$ cat src/rtl/divu_seq_pkg.sv
// Shared definitions for the multi-cycle unsigned divider sequencer.
// The optional zero-divisor shortcut is selected with DIVU_ZERO_FAST_EN in divu_seq.
package divu_seq_pkg;

  // Default operand/result width of the divu datapath.
  localparam int unsigned DIVU_WIDTH = 32;

  // Sequencer states; 2-bit encoding.
  typedef enum logic [1:0] {
    S_IDLE = 2'b00,
    S_CALC = 2'b01,
    S_DONE = 2'b10
  } divu_state_e;

  // Quotient produced for a zero divisor: every trial subtraction succeeds.
  function automatic logic [DIVU_WIDTH-1:0] divu_zero_quo();
    return {DIVU_WIDTH{1'b1}};
  endfunction

endpackage

$ cat src/rtl/divu_step.sv
// One combinational radix-2 restoring division iteration.
// The partial remainder is kept strictly below the divisor, so when the trial
// subtraction goes negative the shifted remainder still fits in WIDTH bits.
module divu_step #(
  parameter int unsigned WIDTH = 32
) (
  input  logic [WIDTH-1:0] rem,
  input  logic [WIDTH-1:0] quo,
  input  logic [WIDTH-1:0] dvs,
  output logic [WIDTH-1:0] rem_n,
  output logic [WIDTH-1:0] quo_n
);

  logic [WIDTH:0] shifted;
  logic [WIDTH:0] trial;

  // Shift in the next dividend bit, try subtracting the divisor, keep or restore.
  always_comb begin
    shifted = {rem, quo[WIDTH-1]};
    trial   = shifted - {1'b0, dvs};
    if (!trial[WIDTH]) begin
      rem_n = trial[WIDTH-1:0];
      quo_n = {quo[WIDTH-2:0], 1'b1};
    end else begin
      rem_n = shifted[WIDTH-1:0];
      quo_n = {quo[WIDTH-2:0], 1'b0};
    end
  end

endmodule

$ cat src/rtl/divu_seq.sv
// Sequencer for the divu instruction: loads operands on start, runs WIDTH
// restoring iterations through divu_step, then writes HI (remainder) and
// LO (quotient) and pulses done for one cycle. Stalls decode while dividing.
// Optional: define DIVU_ZERO_FAST_EN to finish a zero-divisor divide at the
// start edge instead of running all iterations (results are identical).
module divu_seq
  import divu_seq_pkg::*;
#(
  parameter int unsigned WIDTH = DIVU_WIDTH,
  parameter int unsigned CNT_W = $clog2(WIDTH)
) (
  input  logic             clk,
  input  logic             rst_n,
  input  logic             start,
  input  logic [WIDTH-1:0] dividend,
  input  logic [WIDTH-1:0] divisor,
  input  logic             flush,
  output logic             stall,
  output logic             busy,
  output logic             done,
  output logic [WIDTH-1:0] hi,
  output logic [WIDTH-1:0] lo
);

  localparam logic [CNT_W-1:0] LastCnt = CNT_W'(WIDTH - 1);

  divu_state_e      state;
  logic [CNT_W-1:0] cnt;
  logic [WIDTH-1:0] rem;
  logic [WIDTH-1:0] quo;
  logic [WIDTH-1:0] dvs;
  logic [WIDTH-1:0] rem_n;
  logic [WIDTH-1:0] quo_n;
  logic             accept;

  divu_step #(
    .WIDTH (WIDTH)
  ) u_step (
    .rem   (rem),
    .quo   (quo),
    .dvs   (dvs),
    .rem_n (rem_n),
    .quo_n (quo_n)
  );

  // A new request is taken in IDLE, or in DONE for back-to-back operation.
  always_comb begin
    accept = start && ((state == S_IDLE) || (state == S_DONE));
  end

  // Hold the instruction behind divu from the cycle start is seen.
  always_comb begin
    stall = start || (state == S_CALC);
    busy  = (state != S_IDLE);
    done  = (state == S_DONE);
  end

  // FSM, iteration counter, datapath registers and HI/LO result registers.
  always_ff @(posedge clk or negedge rst_n) begin
    if (!rst_n) begin
      state <= S_IDLE;
      cnt   <= '0;
      rem   <= '0;
      quo   <= '0;
      dvs   <= '0;
      hi    <= '0;
      lo    <= '0;
    end else if (flush) begin
      // Squash: abandon the divide without touching HI/LO; a paired start is dropped.
      state <= S_IDLE;
    end else if (accept) begin
`ifdef DIVU_ZERO_FAST_EN
      if (divisor == '0) begin
        hi    <= dividend;
        lo    <= WIDTH'(divu_zero_quo());
        state <= S_DONE;
      end else begin
        quo   <= dividend;
        dvs   <= divisor;
        rem   <= '0;
        cnt   <= '0;
        state <= S_CALC;
      end
`else
      quo   <= dividend;
      dvs   <= divisor;
      rem   <= '0;
      cnt   <= '0;
      state <= S_CALC;
`endif
    end else begin
      unique case (state)
        S_IDLE: begin
          state <= S_IDLE;
        end
        S_CALC: begin
          // start is ignored here; decode is stalled so it can only be a protocol error.
          rem <= rem_n;
          quo <= quo_n;
          cnt <= cnt + 1'b1;
          if (cnt == LastCnt) begin
            hi    <= rem_n;
            lo    <= quo_n;
            state <= S_DONE;
          end
        end
        S_DONE: begin
          state <= S_IDLE;
        end
        default: begin
          state <= S_IDLE;
        end
      endcase
    end
  end

endmodule

$ cat config.mk
export PLATFORM = sky130hd
export DESIGN_NAME = divu_seq
export DESIGN_NICKNAME = d
export VERILOG_FILES = /design/src/rtl/divu_seq_pkg.sv /design/src/rtl/divu_step.sv /design/src/rtl/divu_seq.sv
export SDC_FILE = /design/constraint.sdc
export NUM_CORES = 1
export LEC_CHECK = 0
export CAP_MARGIN = 20
export CELL_PAD_IN_SITES_DETAIL_PLACEMENT = 2
export CELL_PAD_IN_SITES_GLOBAL_PLACEMENT = 2
export CORE_UTILIZATION = 35
export CTS_CLUSTER_SIZE = 40
export DETAILED_ROUTE_END_ITERATION = 10
export GPL_TIMING_DRIVEN = 0
export PLACE_DENSITY = 0.84
export SLEW_MARGIN = 10
export SYNTH_ARGS = -nofsm -noshare
export SYNTH_HDL_FRONTEND = slang
export SYNTH_SLANG_ARGS = --single-unit
$ cat constraint.sdc
create_clock -name clk -period 5.2 [get_ports clk]
set_input_delay 1.3 -clock clk [delete_from_list [all_inputs] [get_ports clk]]
set_output_delay 1.3 -clock clk [all_outputs]
set_load 0.005 [all_outputs]
==> out/qor.csv <==
stage,metric,value,unit
drt,"antenna viol nets, final",0,
sta,Slew @ Worst Pin,0.897,ns
global_routing,largest net degree at the start of global routing,106,
clocking,post-CTS sizing,0,
drt,Initial DRT Pass Iterations,4,
floorplanning,Initial Utilization,35.8,%
worst_setup_path,crit path to,rem[16],
worst_setup_path,critical-path maximum fanout,10,
power,Power Density,483,nW/um^2
yosys,Post-synth EDFFs,0,
drt,final WL,28.7,mm
sta,worst slew margin relative to its limit,39.5,%
placed_design,Placed Cells,1407,
min_path,hold crit path type,reg2reg,
worst_setup_path,reg-to-reg endpoint,rem[16],
sta,RSZ-0062 raised after global routing,false,
global_routing,vias in the first global route,8595,
worst_setup_path,Reg2Reg Setup Slack,1.42,ns
yosys,Async SR Flop Fraction,100,%
worst_setup_path,"Arr. time, crit path",4.06,ns
yosys,post-synthesis xor/xnor area fraction,3.54,%
power,power after layout,5.22,mW
clocking,# hold bufs at CTS,0,
clocking,CTS sink cnt,167,
sta,setup slack after layout,1.42,ns
yosys,largest family of logic cells by synthesized area,simple AND/OR/NAND/NOR gates,
worst_setup_path,worst reg2reg startpoint,rem[16],
worst_setup_path,Worst Path Required,5.48,ns
power,leakage power figure,4.93,nW
drt,DRT iter0 DRCs,241,
global_routing,GRT Overall Usage,24.8,%
worst_setup_path,CP Depth,11,
worst_setup_path,CP Cell Sequence,"ha_1, nand3_2, or4_4, a211oi_2, nor3_2, o41ai_4, a211oi_4, xnor2_4, buf_12, mux2i_1, o21ai_1",
clocking,clock root buffer,clkbuf_16,
power,worst vdd ir,0.000217,V
worst_setup_path,Crit Path Class,reg2reg,
yosys,Syn Nets,1056,
yosys,post-synthesis mux area share,3.82,%
placed_design,GPL Wtd Cong,0.785,
yosys,number of synthesized register bits,167,
sta,"Period Utilization, post-route",72.7,%
final_layout,"most common cell after layout, fill and taps aside",nand2_1,
floorplanning,chip width,157,um
yosys,Synth cell types,52,
final_layout,Layout Cells excl Fill,1439,
sta,endpoints failing hold,0,
sta,clk_skew,0.0120,ns
worst_setup_path,startpoint types,flip-flop,
placed_design,I/O Buffers,134,
outcome,status,"finished, final reports clean",
final_layout,layout cells sized above 1,4.82,%
yosys,Compound-Gate Fraction of Synth Area,15.3,%
worst_setup_path,Max stage delay on crit path,0.53,ns
worst_setup_path,CP bufs+invs,1,
floorplanning,area of the core,23600,um^2
drt,drc violations,0,
placed_design,hpwl dp,20.2,mm
final_layout,most frequent cells in the layout,"nand2_1, dfrtp_1, clkdlybuf4s50_1, o21ai_1",
worst_setup_path,"delay-heaviest family, CP",compound AO/OA/AOI/OAI gates,
sta,Tmin final,3.78,ns
clocking,htree depth,4,
floorplanning,IO Count,135,
worst_setup_path,Worst setup EP type,flip-flop,
clocking,"Clk Latency, worst-skew pair",0.45,ns
yosys,Syn. warnings,0,
global_routing,initial antenna violation count,1,
clocking,deepest clock path buffer count,2,
clocking,TritonCTS buffer count,17,
yosys,"Cell Area, Synth",8460,um^2
floorplanning,chip height,157,um
yosys,Mean Syn Cell Area,8.87,um^2
clocking,Worst-path clk slew,0.06,ns
clocking,# Post-CTS Setup Buffers,0,
yosys,Post-Synth Adder-Cell Area,5.27,%
flow_run,number of max-cap violations,0,
sta,max-slew violation count,0,
clocking,CTS tree,done,
drt,via total after detailed routing,7493,
final_layout,post-layout net count,1210,
final_layout,diode count,0,
global_routing,gr ovfl total,0,
final_layout,Layout area overhead,27.6,%
floorplanning,die footprint,24800,um^2
yosys,Synth Flop Type,dfrtp_1,
drt,WL per Instance,19.9,um
worst_setup_path,CP max stage cell,or4_4,
floorplanning,FP Rows,56,
placed_design,Setup WS pre-CTS,1.40,ns
yosys,Cells after Synth,953,
drt,Via density,5.21,
yosys,simple-gate share of the synthesized area,18.0,%
final_layout,Final Core Density,45.7,%
yosys,register area share after synthesis,49.4,%
worst_setup_path,CP Launch Point,rem[16],
sta,final setup fails,0,
global_routing,first-pass GRT wire length,46.5,mm
worst_setup_path,R2R depth,11,
sta,FMAX,0.265,GHz
==> cells in the mapped netlist, types with 2 or more instances <==
cell	count	area share, %
a211oi_1	2	0.18
a21o_1	11	0.98
a21oi_1	30	1.8
a221o_1	2	0.24
a31oi_1	36	2.7
and3_1	6	0.44
buf_1	5	0.22
buf_12	2	0.47
buf_2	3	0.18
clkbuf_1	37	1.6
clkbuf_2	2	0.12
dfrtp_1	167	49
ha_1	34	5.0
inv_1	43	1.9
mux2_2	2	0.27
mux2i_1	30	3.6
nand2_1	286	13
nand2b_1	5	0.37
nand3_1	8	0.47
nand3_2	2	0.24
nand4_1	6	0.44
nor2_1	50	2.2
nor2b_1	5	0.37
o211ai_1	6	0.53
o21a_1	2	0.18
o21ai_0	50	3.0
o21ai_1	60	3.6
o21bai_1	6	0.53
o22ai_1	2	0.15
or2_2	2	0.15
xnor2_1	19	2.0
xor2_1	12	1.2
==> layer usage <==
layer	wire length, um	vias to the layer above	track usage [%]
met5	0	-	0
met4	378	0	6.38
met3	1270	28	5.34
met2	14600	134	44.1
met1	12400	3836	30.1
li1	-	3495	-
==> worst min-delay path by stage <==
stage	from	endpoint	slack, ns	cells past startpoint
6_report	hi[15]	hi[15]	0.48	2
5_1_grt	lo[23]	lo[23]	0.52	2
4_1_cts	hi[15]	hi[15]	0.49	2
3_5_place_dp	lo[23]	lo[23]	0.47	2
3_3_place_gp	lo[31]	lo[31]	0.46	2
2_1_floorplan	dvs[0]	dvs[0]	0.45	2
==> worst register-to-register path: cells and delay by family (launching register included) <==
kind,cells,cell delay [ns]
AO/OA/AOI/OAI,4,1.00
XOR/XNOR,1,0.38
adder cells (fa/ha/maj),1,0.43
buffers and inverters,1,0.21
flip-flops,1,0.42
multiplexers,1,0.38
AND/OR/NAND/NOR,3,0.79
==> metrics by stage <==
step                      cell area (um^2)  TNS, ns  hold slack [ns]
after global placement               10200  -727.08            0.458
after global routing                 10800        0            0.515
after CTS                            10800        0            0.492
after detailed placement             10200        0            0.469
final                                10800        0            0.482
after floorplan                       8460        0            0.450
==> where the power goes <==
part,total [mW],internal (mW),switching (mW)
clock network,1.26,0.677,0.586
logic,2.26,0.895,1.36
registers,1.69,1.52,0.174
==> registers in the layout, summed over array words and instances (netlist names) <==
register and cells:
cnt 5, dvs 32, hi 32, lo 32
quo 32, rem 32, state 2
==> cells by family (layout without fill, tap and decap cells) <==
group | after synthesis | count (layout)
buffers and inverters | 93 | 260
flip-flops | 167 | 167
adder cells (fa/ha/maj) | 35 | 35
AND/OR/NAND/NOR | 376 | 376
XOR/XNOR | 32 | 32
multiplexers | 32 | 32
AO/OA/AOI/OAI | 218 | 218
==> final cells by class <==
class | count | area (um^2)
clock inverter | 13 | 120
multi-input combinational | 693 | 3880
buffer | 50 | 238
clock buffer | 19 | 443
tap | 319 | 399
sequential | 167 | 4180
timing repair buffer | 135 | 1370
inverter | 43 | 161
fill | 2607 | 12800
Note: power is estimated with default switching activity, not from simulation.
